### src/rtl/iob_reset_sequencer.sv
// Power-on / reset sequencer for FPGA top-level wrappers.
// Stretches reset across N_CH clock-enabled domains. It waits for memory-controller
// calibration, then releases the channels one at a time, starting with channel 0.
// A calibration timeout triggers a retry. Calibration loss or a start request in DONE
// re-runs the sequence.
module iob_reset_sequencer #(
  parameter int unsigned N_CH          = 4,
  parameter int unsigned START         = 5,
  parameter int unsigned DURATION      = 10,
  parameter int unsigned STAGE_GAP     = 4,
  parameter int unsigned CALIB_TIMEOUT = 1024,
  parameter int unsigned CNT_W         = 16
) (
  input  logic            clk_i,
  input  logic            rst_i,
  input  logic            cke_i,
  input  logic            start_i,
  input  logic            calib_done_i,
  output logic [N_CH-1:0] rst_o,
  output logic            busy_o,
  output logic            done_o,
  output logic            timeout_o,
  output logic [7:0]      retry_cnt_o
);

  localparam int unsigned IdxW = (N_CH > 1) ? $clog2(N_CH) : 1;

  // Counters load "duration - 1" and the state moves on the edge that sees zero, so a
  // state lasts exactly its nominal number of enabled edges.
  localparam logic [CNT_W-1:0] StartLoad = CNT_W'(START - 1);
  localparam logic [CNT_W-1:0] DurLoad   = CNT_W'(DURATION - 1);
  localparam logic [CNT_W-1:0] GapLoad   = CNT_W'(STAGE_GAP - 1);
  localparam logic [CNT_W-1:0] CalLoad   = CNT_W'(CALIB_TIMEOUT - 1);
  localparam logic [IdxW-1:0]  LastIdx   = IdxW'(N_CH - 1);

  typedef enum logic [2:0] {
    StInit,
    StWaitStart,
    StAssert,
    StWaitCalib,
    StRelease,
    StDone
  } state_e;

  state_e            state_q;
  logic [CNT_W-1:0]  cnt_q;
  logic [IdxW-1:0]   idx_q;     // next channel to release while in StRelease
  logic [N_CH-1:0]   rst_q;
  logic              busy_q;
  logic              done_q;
  logic              timeout_q;
  logic [7:0]        retry_q;

  // Sequencer FSM with registered outputs; cke_i low freezes everything except rst_i.
  always_ff @(posedge clk_i) begin
    if (rst_i) begin
      state_q   <= StInit;
      cnt_q     <= '0;
      idx_q     <= '0;
      rst_q     <= '1;
      busy_q    <= 1'b1;
      done_q    <= 1'b0;
      timeout_q <= 1'b0;
      retry_q   <= 8'd0;
    end else if (cke_i) begin
      unique case (state_q)
        StInit: begin
          state_q <= StWaitStart;
          cnt_q   <= StartLoad;
        end

        StWaitStart: begin
          if (cnt_q == '0) begin
            state_q <= StAssert;
            cnt_q   <= DurLoad;
          end else begin
            cnt_q <= cnt_q - CNT_W'(1);
          end
        end

        StAssert: begin
          if (cnt_q == '0) begin
            state_q <= StWaitCalib;
            cnt_q   <= CalLoad;
          end else begin
            cnt_q <= cnt_q - CNT_W'(1);
          end
        end

        StWaitCalib: begin
          // Calibration seen on the final timeout edge still counts as success.
          if (calib_done_i) begin
            rst_q[0] <= 1'b0;
            if (N_CH == 1) begin
              state_q <= StDone;
              busy_q  <= 1'b0;
              done_q  <= 1'b1;
            end else begin
              state_q <= StRelease;
              cnt_q   <= GapLoad;
              idx_q   <= IdxW'(1);
            end
          end else if (cnt_q == '0) begin
            timeout_q <= 1'b1;
            if (retry_q != 8'hFF) begin
              retry_q <= retry_q + 8'd1;
            end
            state_q <= StAssert;
            cnt_q   <= DurLoad;
          end else begin
            cnt_q <= cnt_q - CNT_W'(1);
          end
        end

        // calib_done_i is deliberately ignored here: once release starts it runs to DONE.
        StRelease: begin
          if (cnt_q == '0) begin
            rst_q[idx_q] <= 1'b0;
            if (idx_q == LastIdx) begin
              state_q <= StDone;
              busy_q  <= 1'b0;
              done_q  <= 1'b1;
            end else begin
              idx_q <= idx_q + IdxW'(1);
              cnt_q <= GapLoad;
            end
          end else begin
            cnt_q <= cnt_q - CNT_W'(1);
          end
        end

        StDone: begin
          // Calibration loss takes priority over a simultaneous start request.
          if (!calib_done_i) begin
            state_q <= StAssert;
            cnt_q   <= DurLoad;
            rst_q   <= '1;
            busy_q  <= 1'b1;
            done_q  <= 1'b0;
          end else if (start_i) begin
            state_q <= StWaitStart;
            cnt_q   <= StartLoad;
            rst_q   <= '1;
            busy_q  <= 1'b1;
            done_q  <= 1'b0;
          end
        end

        default: begin
          state_q <= StInit;
        end
      endcase
    end
  end

  assign rst_o       = rst_q;
  assign busy_o      = busy_q;
  assign done_o      = done_q;
  assign timeout_o   = timeout_q;
  assign retry_cnt_o = retry_q;

endmodule

### config.mk
export PLATFORM = sky130hd
export DESIGN_NAME = iob_reset_sequencer
export DESIGN_NICKNAME = d
export VERILOG_FILES = /design/src/rtl/iob_reset_sequencer.sv
export SDC_FILE = /design/constraint.sdc
export NUM_CORES = 1
export LEC_CHECK = 0
export ABC_AREA = 0
export ABC_CLOCK_PERIOD_IN_PS = 2400
export BUFFER_PORTS_ARGS = -buffer_cell sky130_fd_sc_hd__buf_2
export CAP_MARGIN = 20
export CORE_MARGIN = 1.5
export CORE_UTILIZATION = 59
export DETAILED_ROUTE_END_ITERATION = 10
export PLACE_DENSITY = 0.79
export RECOVER_POWER = 100
export SYNTH_ARGS = -nofsm -noshare
export SYNTH_HDL_FRONTEND = slang
export SYNTH_SLANG_ARGS = --single-unit
### constraint.sdc
create_clock -name clk_i -period 2.4 [get_ports clk_i]
set_input_delay 0.24 -clock clk_i [delete_from_list [all_inputs] [get_ports clk_i]]
set_output_delay 0.24 -clock clk_i [all_outputs]
set_load 0.005 [all_outputs]
# --- Word level (Yosys, flattened, before mapping) ---
# Index checks and enable logic that the tools add are counted.
word_totals:
  regBits: 36
  input_bits: 5
  output_inout_bits: 15
  word_cells: 84
op_classes:
  add_sub_neg: 3
  magnitude_cmp: 2
  eq_ne: 14
  n_mux: 38
  bitwise: 3
  reduce_logical: 15
ops:
  columns: ["op", "count"]
  rows:
  - ["16-bit two-way mux", 7]
  - ["16-bit one-hot mux with 6 select lines", 1]
  - ["5-bit AND reduction", 5]
  - ["3-bit two-way mux", 7]
  - ["3-bit one-hot mux with 6 select lines", 1]
  - ["16-bit logical NOT", 1]
  - ["16-bit by 1-bit subtractor with 16-bit output, second input constant", 1]
  - ["4-bit two-way mux", 3]
  - ["4-bit AND reduction", 3]
  - ["1-bit two-way mux", 10]
  - ["2-bit inequality test, second input constant", 5]
  - ["8-bit by 1-bit adder with 8-bit output, second input constant", 1]
  - ["8-bit inequality test, second input constant", 1]
  - ["3-bit by 2-bit == test with 1-bit output, second input constant", 2]
  - ["3-bit == test, second input constant", 2]
  - ["2-bit two-way mux", 3]
  - ["3-bit inequality test, second input constant", 2]
  - ["3-bit one-hot mux with 2 select lines", 1]
  - ["6-bit nonzero test", 1]
  - ["4-bit bitwise AND", 1]
  - ["4-bit NOT", 1]
  - ["1-bit one-hot mux with 2 select lines", 2]
  - ["2-bit one-hot mux with 2 select lines", 1]
  - ["2-bit nonzero test", 2]
  - ["other kinds (11)", 11]

# --- Logic depth before layout (Yosys ltp) ---
# Gate-level depths: netlist of the first run.
logic_depth:
  depth_word: 8
  ltp_mapped: 9
  ltp_nobuf: 7

# --- Least setup slack after synthesis of the first run ---
# No wires, ideal clock.
synth_timing:
  path_type: "reg-to-reg"
  from: "reg cnt_q[0]"
  to: "reg retry_q[5] (netlist: retry_cnt_o[5])"
  setup_time_ns: 0.071
  arrival_time_ns: 1.912
  required_ns: 2.329
  setup_slack_ns: 0.417
  path_stages_with_launch: 9
  n_path_buf: 1
  synth_period_minus_slack_ns: 1.983
  path_cell_list: "dfxtp_1 -> inv_1 -> ha_1 -> nor4b_4 -> and4_1 -> buf_4 -> nand3_4 -> or4_1 -> a21oi_1"
synth_between:
  elab_chain_cells: 2
synth_lines:
  columns: ["element", "line", "source"]
  rows:
  - ["start, declared", "46", "logic [CNT_W-1:0] cnt_q;"]
  - ["start signal, assigned", "69", "cnt_q <= StartLoad;"]
  - ["start signal, assigned", "75", "cnt_q <= DurLoad;"]
  - ["start signal, assigned", "77", "cnt_q <= cnt_q - CNT_W'(1);"]
  - ["16-bit logical NOT", "103", "end else if (cnt_q == '0) begin"]
  - ["5-bit AND reduction (no line)", null, null]
  - ["end signal, assigned", "106", "retry_q <= retry_q + 8'd1;"]
  - ["end, declared", "52", "logic [7:0] retry_q;"]
# Every way passes these cells.
# A chain may end at the register's enable or synchronous reset.

# --- Final worst setup path of the first run ---
# Ends and elaborated chain as after synthesis.

==> flow_summary.ini, run 1 <==
[synthesis]
synth_edf_count = 0
ys_ff_latch = 36
yosys.area.top_type = dfxtp_1
yosysMostFrequentCell = dfxtp_1
synthCells = 266
ys.warnings.count = 0
netlist_top_cells_count = dfxtp_1 (36), nor2_1 (28), nand2_1 (20)
yosysSeqAreaShare_pct = 33.84
avgSynthCellArea_um2 = 8.006
netlist_top_cells_area = dfxtp_1 (34%), nor2_1 (4.9%), xor2_1 (3.7%)
synth_top_area_share_pct = 33.84
synth_ff_type = dfxtp_1
syn_nets = 277
syn-cell-area_mm2 = 0.002130
synth_cell_type_count = 54
async_flop_share_pct = 0

[cts]
postCtsSetupBuffers = 0
cts.sinks = 36
cts.path.max_buffers = 2
clk_latency_ps = 350
htree_levels = 2
post_cts_resized = 0
path_clk_slew_ps = 110
cts-root-buf = clkbuf_4
cts_tree = built
cts_made_buffers = 5
hold_buffers = 0

[route]
drt_iter0_markers = 124
drt-pass1-iter-count = 4
wl_mm = 4.723
avgRoutedWirePerCell_um = 14.06
num_vias = 1999
drcViolationCount = 0
post_drt_via_cell_ratio = 5.949
ant_nets = 0

[placement]
port_buffers = 19
hpwl_mm = 3.369
gp_congestion = 0.8479

[critical_path]
cp-end-kind = flip-flop
critPathBufInv = 1
critical_path_depth = 7
max_stage_delay_ps = 490
reg2reg_depth = 7
cp-start-kind = flip-flop
cp_top_family = simple AND/OR/NAND/NOR gates
crit_path_max_fanout = 8
crit_type = reg -> reg
cp.required_ps = 2670
cp_slowest_cell = or4_1
crit_arrival_ps = 2520
cp_cell_sequence = inv_1, ha_1, nor4b_4, and4_1, nand3_4, or4_1, a21oi_1

[min_path]
min_path_cells = 3
min_path_type = in -> reg

[finish]
fin_nets = 300
num_antenna_cells = 0
drive_above_1_share_pct = 15.86
final_core_util_pct = 70.47
syn2layout_area_growth_pct = 12.16

[global_route]
overflow = 0
antenna_found_initial = 0
grt_use_total_pct = 25.32
grt_pass1_vias = 1865
grt_max_degree = 29
grt_pass1_wl_mm = 8.162

[timing]
max_freq_ghz = 0.4439
tightest_slew_ps = 500.8
setup_viol = 0
slew_headroom_pct = 66.61
rsz0062_at_grt = no
report.final.hold_viol_count = 0
setup_tns_ps = 0
period_share_pct = 93.87
skew_ps = 13.32
final.min_clock_period_ps = 2253
maxSlewViolCount = 0

[floorplan]
core_mm2 = 0.003390
initial_utilization_pct = 62.83
die_area_mm2 = 0.003979
dieWidth_um = 63.08
num_rows = 21
io_pins = 20
die_h_um = 63.08

[pwr]
ir_worst_vdd_uv = 397.5
p_per_area_mw_per_mm2 = 827.7
finalPower_mw = 1.977
leakage_nw = 0.8775

[flow_run]
drv_cap = 0

[run_status]
outcome = complete, no violations
==> worst paths after layout <==
| kind | startpoint | end | slack, ps |
|---|---|---|---|
| hold reg to reg | busy_o$_SDFFE_PP1P_ | busy_o$_SDFFE_PP1P_ | 470 |
| setup / recovery | cnt_q[0]$_SDFFE_PP0P_ | retry_cnt_o[5]$_SDFFE_PP0P_ | 150 |
| hold / removal | cke_i | state_q[2]$_SDFFE_PP0P_ | 260 |
| setup reg to reg | cnt_q[0]$_SDFFE_PP0P_ | retry_cnt_o[5]$_SDFFE_PP0P_ | 150 |
==> worst min-delay path: stages <==
cell	delay, ps
buf_2	160
nand3_1	100
a21oi_1	60
==> registers in the layout, indices dropped and copies added, names as in the netlist <==
register and count:
done_o 1, busy_o 1, rst_o 4, retry_cnt_o 8, timeout_o 1, state_q 3, cnt_q 16, idx_q 2
==> kinds of logic after synthesis <==
logic type	count (synthesis)	share of synthesized area [%]
simple gates	123	33.31
compound gates	57	17.27
flops	36	33.84
buf+inv	29	5.464
xor+xnor	10	4.113
fa+ha+maj	7	4.054
mux	4	1.939
==> placed cells by master (no fill, tap or decap), types with 11 or more instances in the layout <==
cell type / instances
a21oi_1: 12
buf_2: 17
dfxtp_1: 36
inv_1: 14
nand2_1: 20
nand3_1: 14
nand4_1: 11
nor2_1: 28
o21ai_0: 15
==> report_power, final <==
group / leakage [nW] / switching, mW / internal [mW]
logic: 0.534 / 0.431 / 0.323
registers: 0.292 / 0.0924 / 0.650
clock network: 0.0515 / 0.204 / 0.277
==> cell type report <==
class	instances	area, um2
Clock buffer	7	65.06
Clock inverter	1	30.03
Fill cell	291	1001
Inverter	14	52.55
Multi-Input combinational cell	201	1291
Sequential cell	36	720.7
Tap cell	46	57.56
Timing Repair Buffer	31	171.4
==> stage by stage <==
| step | std cells | setup WS, ps | cell area, um2 | hold WS (ps) |
|---|---|---|---|---|
| 2_1_floorplan | 266 | 417.1 | 2130 | 456.0 |
| 3_3_place_gp | 328 | 303.0 | 2308 | 444.7 |
| 3_5_place_dp | 328 | 211.1 | 2308 | 453.3 |
| 4_1_cts | 336 | 166.2 | 2404 | 240.9 |
| 5_1_grt | 336 | 36.95 | 2389 | 267.2 |
| 6_report | 336 | 147.2 | 2389 | 260.5 |
==> per-layer routing <==
metal,vias to the layer above,track usage [%],share of wire (%)
met5,-,0,0
met4,0,11.11,1.7
met3,8,6.250,4.2
met2,41,41.36,48
met1,939,31.60,46
li1,1011,-,-
Power figures use the tool's default switching activity.
==> run 2: changes to the inputs <==
--- a/config.mk
+++ b/config.mk
@@ -6,12 +6,12 @@
 export NUM_CORES = 1
 export LEC_CHECK = 0
-export ABC_AREA = 0
+export ABC_AREA = 1
 export ABC_CLOCK_PERIOD_IN_PS = 2400
 export BUFFER_PORTS_ARGS = -buffer_cell sky130_fd_sc_hd__buf_2
 export CAP_MARGIN = 20
 export CORE_MARGIN = 1.5
-export CORE_UTILIZATION = 59
+export CORE_UTILIZATION = 60
 export DETAILED_ROUTE_END_ITERATION = 10
-export PLACE_DENSITY = 0.79
+export PLACE_DENSITY = 0.8
 export RECOVER_POWER = 100
 export SYNTH_ARGS = -nofsm -noshare
==> constraint.sdc (replaced) <==
create_clock -name clk_i -period 2.4 [get_ports clk_i]
set_input_delay 0.12 -clock clk_i [delete_from_list [all_inputs] [get_ports clk_i]]
set_output_delay 0.12 -clock clk_i [all_outputs]
set_load 0.005 [all_outputs]
==> run 2 against run 1 <==
Net effect:
- global-route usage grew 2.5 points
- clock skew decreased by 6.7 ps
- power grew 12%
- non-clock buffer count is 11 lower
- utilization shrank 2.3 points
- area after synthesis increased by 10%
- highest routed layer unchanged
==> flow_summary.ini, run 2 <==
[floorplan]
core_mm2 = 0.003716
num_rows = 22
die_area_mm2 = 0.004303
dieWidth_um = 65.60
io_pins = 20
initial_utilization_pct = 63.27
die_h_um = 65.60

[global_route]
grt_use_total_pct = 27.84
grt_pass1_vias = 2118
overflow = 0
antenna_found_initial = 0
grt_pass1_wl_mm = 9.384
grt_max_degree = 24

[critical_path]
cp.required_ps = 2580
cp-start-kind = flip-flop
cp-end-kind = flip-flop
crit_path_max_fanout = 9
crit_arrival_ps = 2170
worst-r2r-setup-slack_ps = 410
crit_type = reg -> reg
timing.rr.start = cnt_q[0]$_SDFFE_PP0P_
reg2reg_depth = 9
timing.rr.end = retry_cnt_o[7]$_SDFFE_PP0P_

[synthesis]
syn_nets = 372
netlist_top_cells_count = nand2_1 (95), inv_1 (43), nor2_1 (43)
synth_cell_type_count = 32
synth_ff_type = dfxtp_1
synth_top_area_share_pct = 30.65
yosysSeqAreaShare_pct = 30.65
async_flop_share_pct = 0
syn-cell-area_mm2 = 0.002351
synthCells = 361
ys_ff_latch = 36
yosysMostFrequentCell = nand2_1
avgSynthCellArea_um2 = 6.512
yosys.area.top_type = dfxtp_1
ys.warnings.count = 0
synth_edf_count = 0
netlist_top_cells_area = dfxtp_1 (31%), nand2_1 (15%), inv_1 (6.9%)

[cts]
post_cts_resized = 0
path_clk_slew_ps = 70
hold_buffers = 0
cts-root-buf = clkbuf_8
cts.path.max_buffers = 2
postCtsSetupBuffers = 0
cts_made_buffers = 5
clk_latency_ps = 290
cts_tree = built
htree_levels = 2
cts.sinks = 36

[finish]
top_register = cnt_q
register_area_um2 = 720.7
syn2layout_area_growth_pct = 7.770
fin_nets = 393
drive_above_1_share_pct = 11.23
final_common_cell = nand2_1
num_antenna_cells = 0
multi_input_area_mm2 = 0.001380
largest_reg_flops = 16
layout_common_cells = nand2_1 (96), nor2_1 (45), inv_1 (43)
fill_cells = 347

[min_path]
hold_path_end = timeout_o$_SDFFE_PP0P_
min_path_cells = 3
hp-start = cke_i
min_path_type = in -> reg

[placement]
pre_cts_slack_ps = 547.7
gp_congestion = 0.9504
port_buffers = 19
hpwl_mm = 4.025

[pwr]
p_switching_mw = 0.9791
combinationalPowerShare_pct = 46.3
pwr-share-clk_pct = 20.4
intPower_mw = 1.228
p_sw_share_pct = 44.36
p_per_area_mw_per_mm2 = 871.1
leakage_nw = 1.185
power_frac_seq_pct = 33.3
finalPower_mw = 2.207
ir_worst_vdd_uv = 461.4

[timing]
skew_ps = 6.588
rsz0062_at_grt = no
maxSlewViolCount = 0
slew_headroom_pct = 72.56
period_share_pct = 83.05
setup_tns_ps = 0
max_freq_ghz = 0.5017
report.final.hold_viol_count = 0
setup_viol = 0
tightest_slew_ps = 411.2
setup_slack_ps = 406.8
final.min_clock_period_ps = 1993

[run_status]
outcome = complete, no violations

[route]
wl_mm = 5.371
drcViolationCount = 0
post_drt_via_cell_ratio = 5.552
ant_nets = 0
num_vias = 2393
avgRoutedWirePerCell_um = 12.46
drt-pass1-iter-count = 6
drt_iter0_markers = 214

[flow_run]
drv_cap = 0
-- run 2: cell count changes after synthesis, moves of 7 or more --
cell	delta
inv_1	+29
a21oi_1	+15
nor2_2	+7
nand2_1	+75
nor2_1	+15
nand3_1	+12
-- run 2: final cells by class --
| type | count | share of cell area (%) |
|---|---|---|
| Tap cell | 48 | 2.370 |
| Inverter | 48 | 7.210 |
| Clock buffer | 8 | 3.556 |
| Sequential cell | 36 | 28.44 |
| Timing Repair Buffer | 20 | 3.951 |
| Multi-Input combinational cell | 271 | 54.47 |
-- run 2: cell families (layout without fill, tap and decap cells) --
logic type,count (synthesis),after routing,synth area share [%]
AND/OR/NAND/NOR,202,202,39.28
XOR/XNOR,11,11,4.098
flip-flops,36,36,30.65
buffers and inverters,54,76,10.06
AO/OA/AOI/OAI,52,52,12.72
adder cells (fa/ha/maj),6,6,3.193
-- run 2: critical path, stage by stage, from the launching register on --
cell and delay [ps]:
dfxtp_1 320, inv_1 90, ha_1 220, nand2_1 170, nor2_1 250, nand2_2 190, a21oi_4 290, nand3_4 170
nand2_1 110, a21oi_1 60
-- run 2: power by group through the flow --
stage	Combinational (mW)	Sequential [mW]	Clock [mW]
global route	1.17	0.744	0.485
floorplan	0.830	0.727	0
global placement	1.00	0.746	0
finish	1.02	0.736	0.450
CTS	1.02	0.733	0.458
detailed placement	1.02	0.747	0
-- run 2: through the flow --
stage	instances	utilization (%)	instance area [um2]	hold WS, ps
2_1_floorplan	361	-	2351	189.1
3_3_place_gp	423	66.20	2460	445.3
3_5_place_dp	423	66.20	2460	449.5
4_1_cts	431	68.62	2550	170.0
5_1_grt	431	68.18	2534	176.3
6_report	431	68.18	2534	170.1
-- run 2: worst max-delay path by stage --
stage	start	to	slack (ps)	cells past startpoint
2_1_floorplan	cnt_q[0]$_SDFFE_PP0P_	retry_cnt_o[7]$_SDFFE_PP0P_	830	9
3_3_place_gp	cnt_q[0]$_SDFFE_PP0P_	retry_cnt_o[6]$_SDFFE_PP0P_	710	9
3_5_place_dp	cnt_q[0]$_SDFFE_PP0P_	retry_cnt_o[7]$_SDFFE_PP0P_	550	9
4_1_cts	cnt_q[0]$_SDFFE_PP0P_	retry_cnt_o[7]$_SDFFE_PP0P_	520	9
5_1_grt	cnt_q[0]$_SDFFE_PP0P_	retry_cnt_o[1]$_SDFFE_PP0P_	240	9
6_report	cnt_q[0]$_SDFFE_PP0P_	retry_cnt_o[7]$_SDFFE_PP0P_	410	9
-- run 2: metal layers --
metal	wire length (um)	global-route usage (%)	part of all wire [%]	up-vias
met5	0	0	0	-
met4	92	9.375	1.7	0
met2	2404	44.26	45	88
met3	350	5.993	6.5	13
met1	2524	37.37	47	1085
li1	-	-	-	1207
==> run 3: changes to the inputs <==
Settings changed: ABC_CLOCK_PERIOD_IN_PS 2400 to 1900.
Clock period 2.4 ns to 1.9 ns, I/O delays scaled along.
==> run 3 against run 2 <==
Net effect:
- critical path depth is the same
- global-route usage rose by 1.3 points
- highest routed layer unchanged
- power increased by 30%
- clock power rose by 32%
- largest power group unchanged
- utilization grew 0.98 points
- die area stayed put
- setup slack worse by 250 ps
- sequential cell count unchanged
- combinational power up 32%
- non-clock buffer count up 3
- register-to-register slack worse by 250 ps
- clock skew shrank 2.1 ps
==> flow_summary.ini, run 3 (synthesized netlist as in run 2, its figures left out) <==
[run_status]
outcome = complete, no violations

[critical_path]
cp_cell_sequence = inv_1, ha_1, nand2_2, nor2_2, nand2_2, a21oi_4, clkbuf_4, nand4_1, a21oi_1
cp_slowest_cell = dfxtp_1
crit_arrival_ps = 1970
crit_type = reg -> reg
max_stage_delay_ps = 320
reg2reg_depth = 9
cp-end-kind = flip-flop
cp-start-kind = flip-flop
timing.rr.end = retry_cnt_o[1]$_SDFFE_PP0P_
crit_path_max_fanout = 7
cp.required_ps = 2130
timing.rr.start = cnt_q[0]$_SDFFE_PP0P_
cp_common_cell = nand2_2
worst-r2r-setup-slack_ps = 160

[timing]
skew_ps = 4.503
tightest_slew_ps = 405.0
rsz0062_at_grt = no
setup_tns_ps = 0
period_share_pct = 91.84
final.min_clock_period_ps = 1745
max_freq_ghz = 0.5731
maxSlewViolCount = 0
report.final.hold_viol_count = 0
setup_viol = 0
slew_headroom_pct = 72.97

[finish]
register_area_um2 = 720.7
drive_above_1_share_pct = 12.73
top_register = cnt_q
syn2layout_area_growth_pct = 9.313
largest_reg_flops = 16
fin_nets = 396
stdcell_count = 433
layout_common_cells = nand2_1 (95), nor2_1 (44), inv_1 (43)
multi_input_area_mm2 = 0.001391
final_common_cell = nand2_1
num_antenna_cells = 0
fill_cells = 345

[route]
ant_nets = 0
drt-pass1-iter-count = 5
post_drt_via_cell_ratio = 5.596
num_vias = 2423
drt_iter0_markers = 200
avgRoutedWirePerCell_um = 12.89
wl_mm = 5.581
drcViolationCount = 0

[floorplan]
core_mm2 = 0.003716
io_pins = 20
die_h_um = 65.60
die_area_mm2 = 0.004303
initial_utilization_pct = 63.27
num_rows = 22
dieWidth_um = 65.60

[global_route]
overflow = 0
grt_pass1_wl_mm = 9.742
antenna_found_initial = 0
grt_pass1_vias = 2219
grt_use_total_pct = 29.14
grt_max_degree = 24

[cts]
cts_made_buffers = 5
cts.sinks = 36
cts-root-buf = clkbuf_8
path_clk_slew_ps = 70
clk_latency_ps = 290
cts.path.max_buffers = 2
htree_levels = 2
cts_tree = built

[min_path]
min_path_type = in -> reg
min_path_cells = 3
hp-start = cke_i
hold_path_end = timeout_o$_SDFFE_PP0P_

[pwr]
p_per_area_mw_per_mm2 = 1119
leakage_nw = 1.216
ir_worst_vdd_uv = 542.0

[flow_run]
drv_cap = 0

[placement]
gp_congestion = 0.9386
port_buffers = 19
place_inst = 424
hpwl_mm = 4.132
[run 3: metrics by stage]
step	hold slack (ps)	setup WS [ps]	util, %	area [um2]	total power [mW]
after floorplan	164.1	328.7	-	2351	1.966
after global placement	433.4	241.5	66.40	2467	2.229
after detailed placement	451.6	156.7	66.40	2467	2.243
after CTS	166.0	144.2	68.99	2564	2.837
after global routing	190.4	12.58	69.16	2570	3.120
final	168.0	155.0	69.16	2570	2.875
[run 3: per-layer routing]
layer  global-route usage (%)  vias up  share of wire [%]
li1                         -     1217                  -
met1                    38.00     1109                 46
met2                    46.56       87                 45
met3                    5.137       10                6.8
met4                    13.80        0                1.7
met5                        0        -                  0
[run 3: power breakdown]
group	internal, mW	switching, mW
Sequential	0.832	0.0965
Combinational	0.470	0.882
Clock	0.323	0.271
[run 3: worst max-delay path: cells and delay by family (launching register included)]
family / cells / cell delay, ps
simple gates: 4 / 480
compound gates: 2 / 400
flops: 1 / 320
buf+inv: 2 / 270
fa+ha+maj: 1 / 200
[run 3: area by class of cell]
| cell class | count | share of cell area, % |
|---|---|---|
| multi-input cells | 271 | 54.14 |
| inverters | 48 | 7.108 |
| flip-flops and latches | 36 | 28.04 |
| well taps | 48 | 2.337 |
| repair buffers | 23 | 4.625 |
| clock buffers | 7 | 3.749 |
[run 3: what timing repair did]
action	in CTS	in global routing
gates resized for setup	0	1
endpoints found under the setup margin	0	9
hold endpoints to repair	0	0
hold buffers	0	0
setup buffers	0	2
[run 3: worst max path at each step]
stage,startpoint,cells past startpoint,to,slack (ps)
floorplan,cnt_q[0]$_SDFFE_PP0P_,9,retry_cnt_o[7]$_SDFFE_PP0P_,330
global placement,cnt_q[0]$_SDFFE_PP0P_,9,retry_cnt_o[4]$_SDFFE_PP0P_,240
detailed placement,cnt_q[0]$_SDFFE_PP0P_,9,retry_cnt_o[6]$_SDFFE_PP0P_,160
CTS,cnt_q[0]$_SDFFE_PP0P_,9,retry_cnt_o[7]$_SDFFE_PP0P_,140
global route,cnt_q[0]$_SDFFE_PP0P_,9,retry_cnt_o[1]$_SDFFE_PP0P_,10
finish,cnt_q[0]$_SDFFE_PP0P_,9,retry_cnt_o[1]$_SDFFE_PP0P_,160
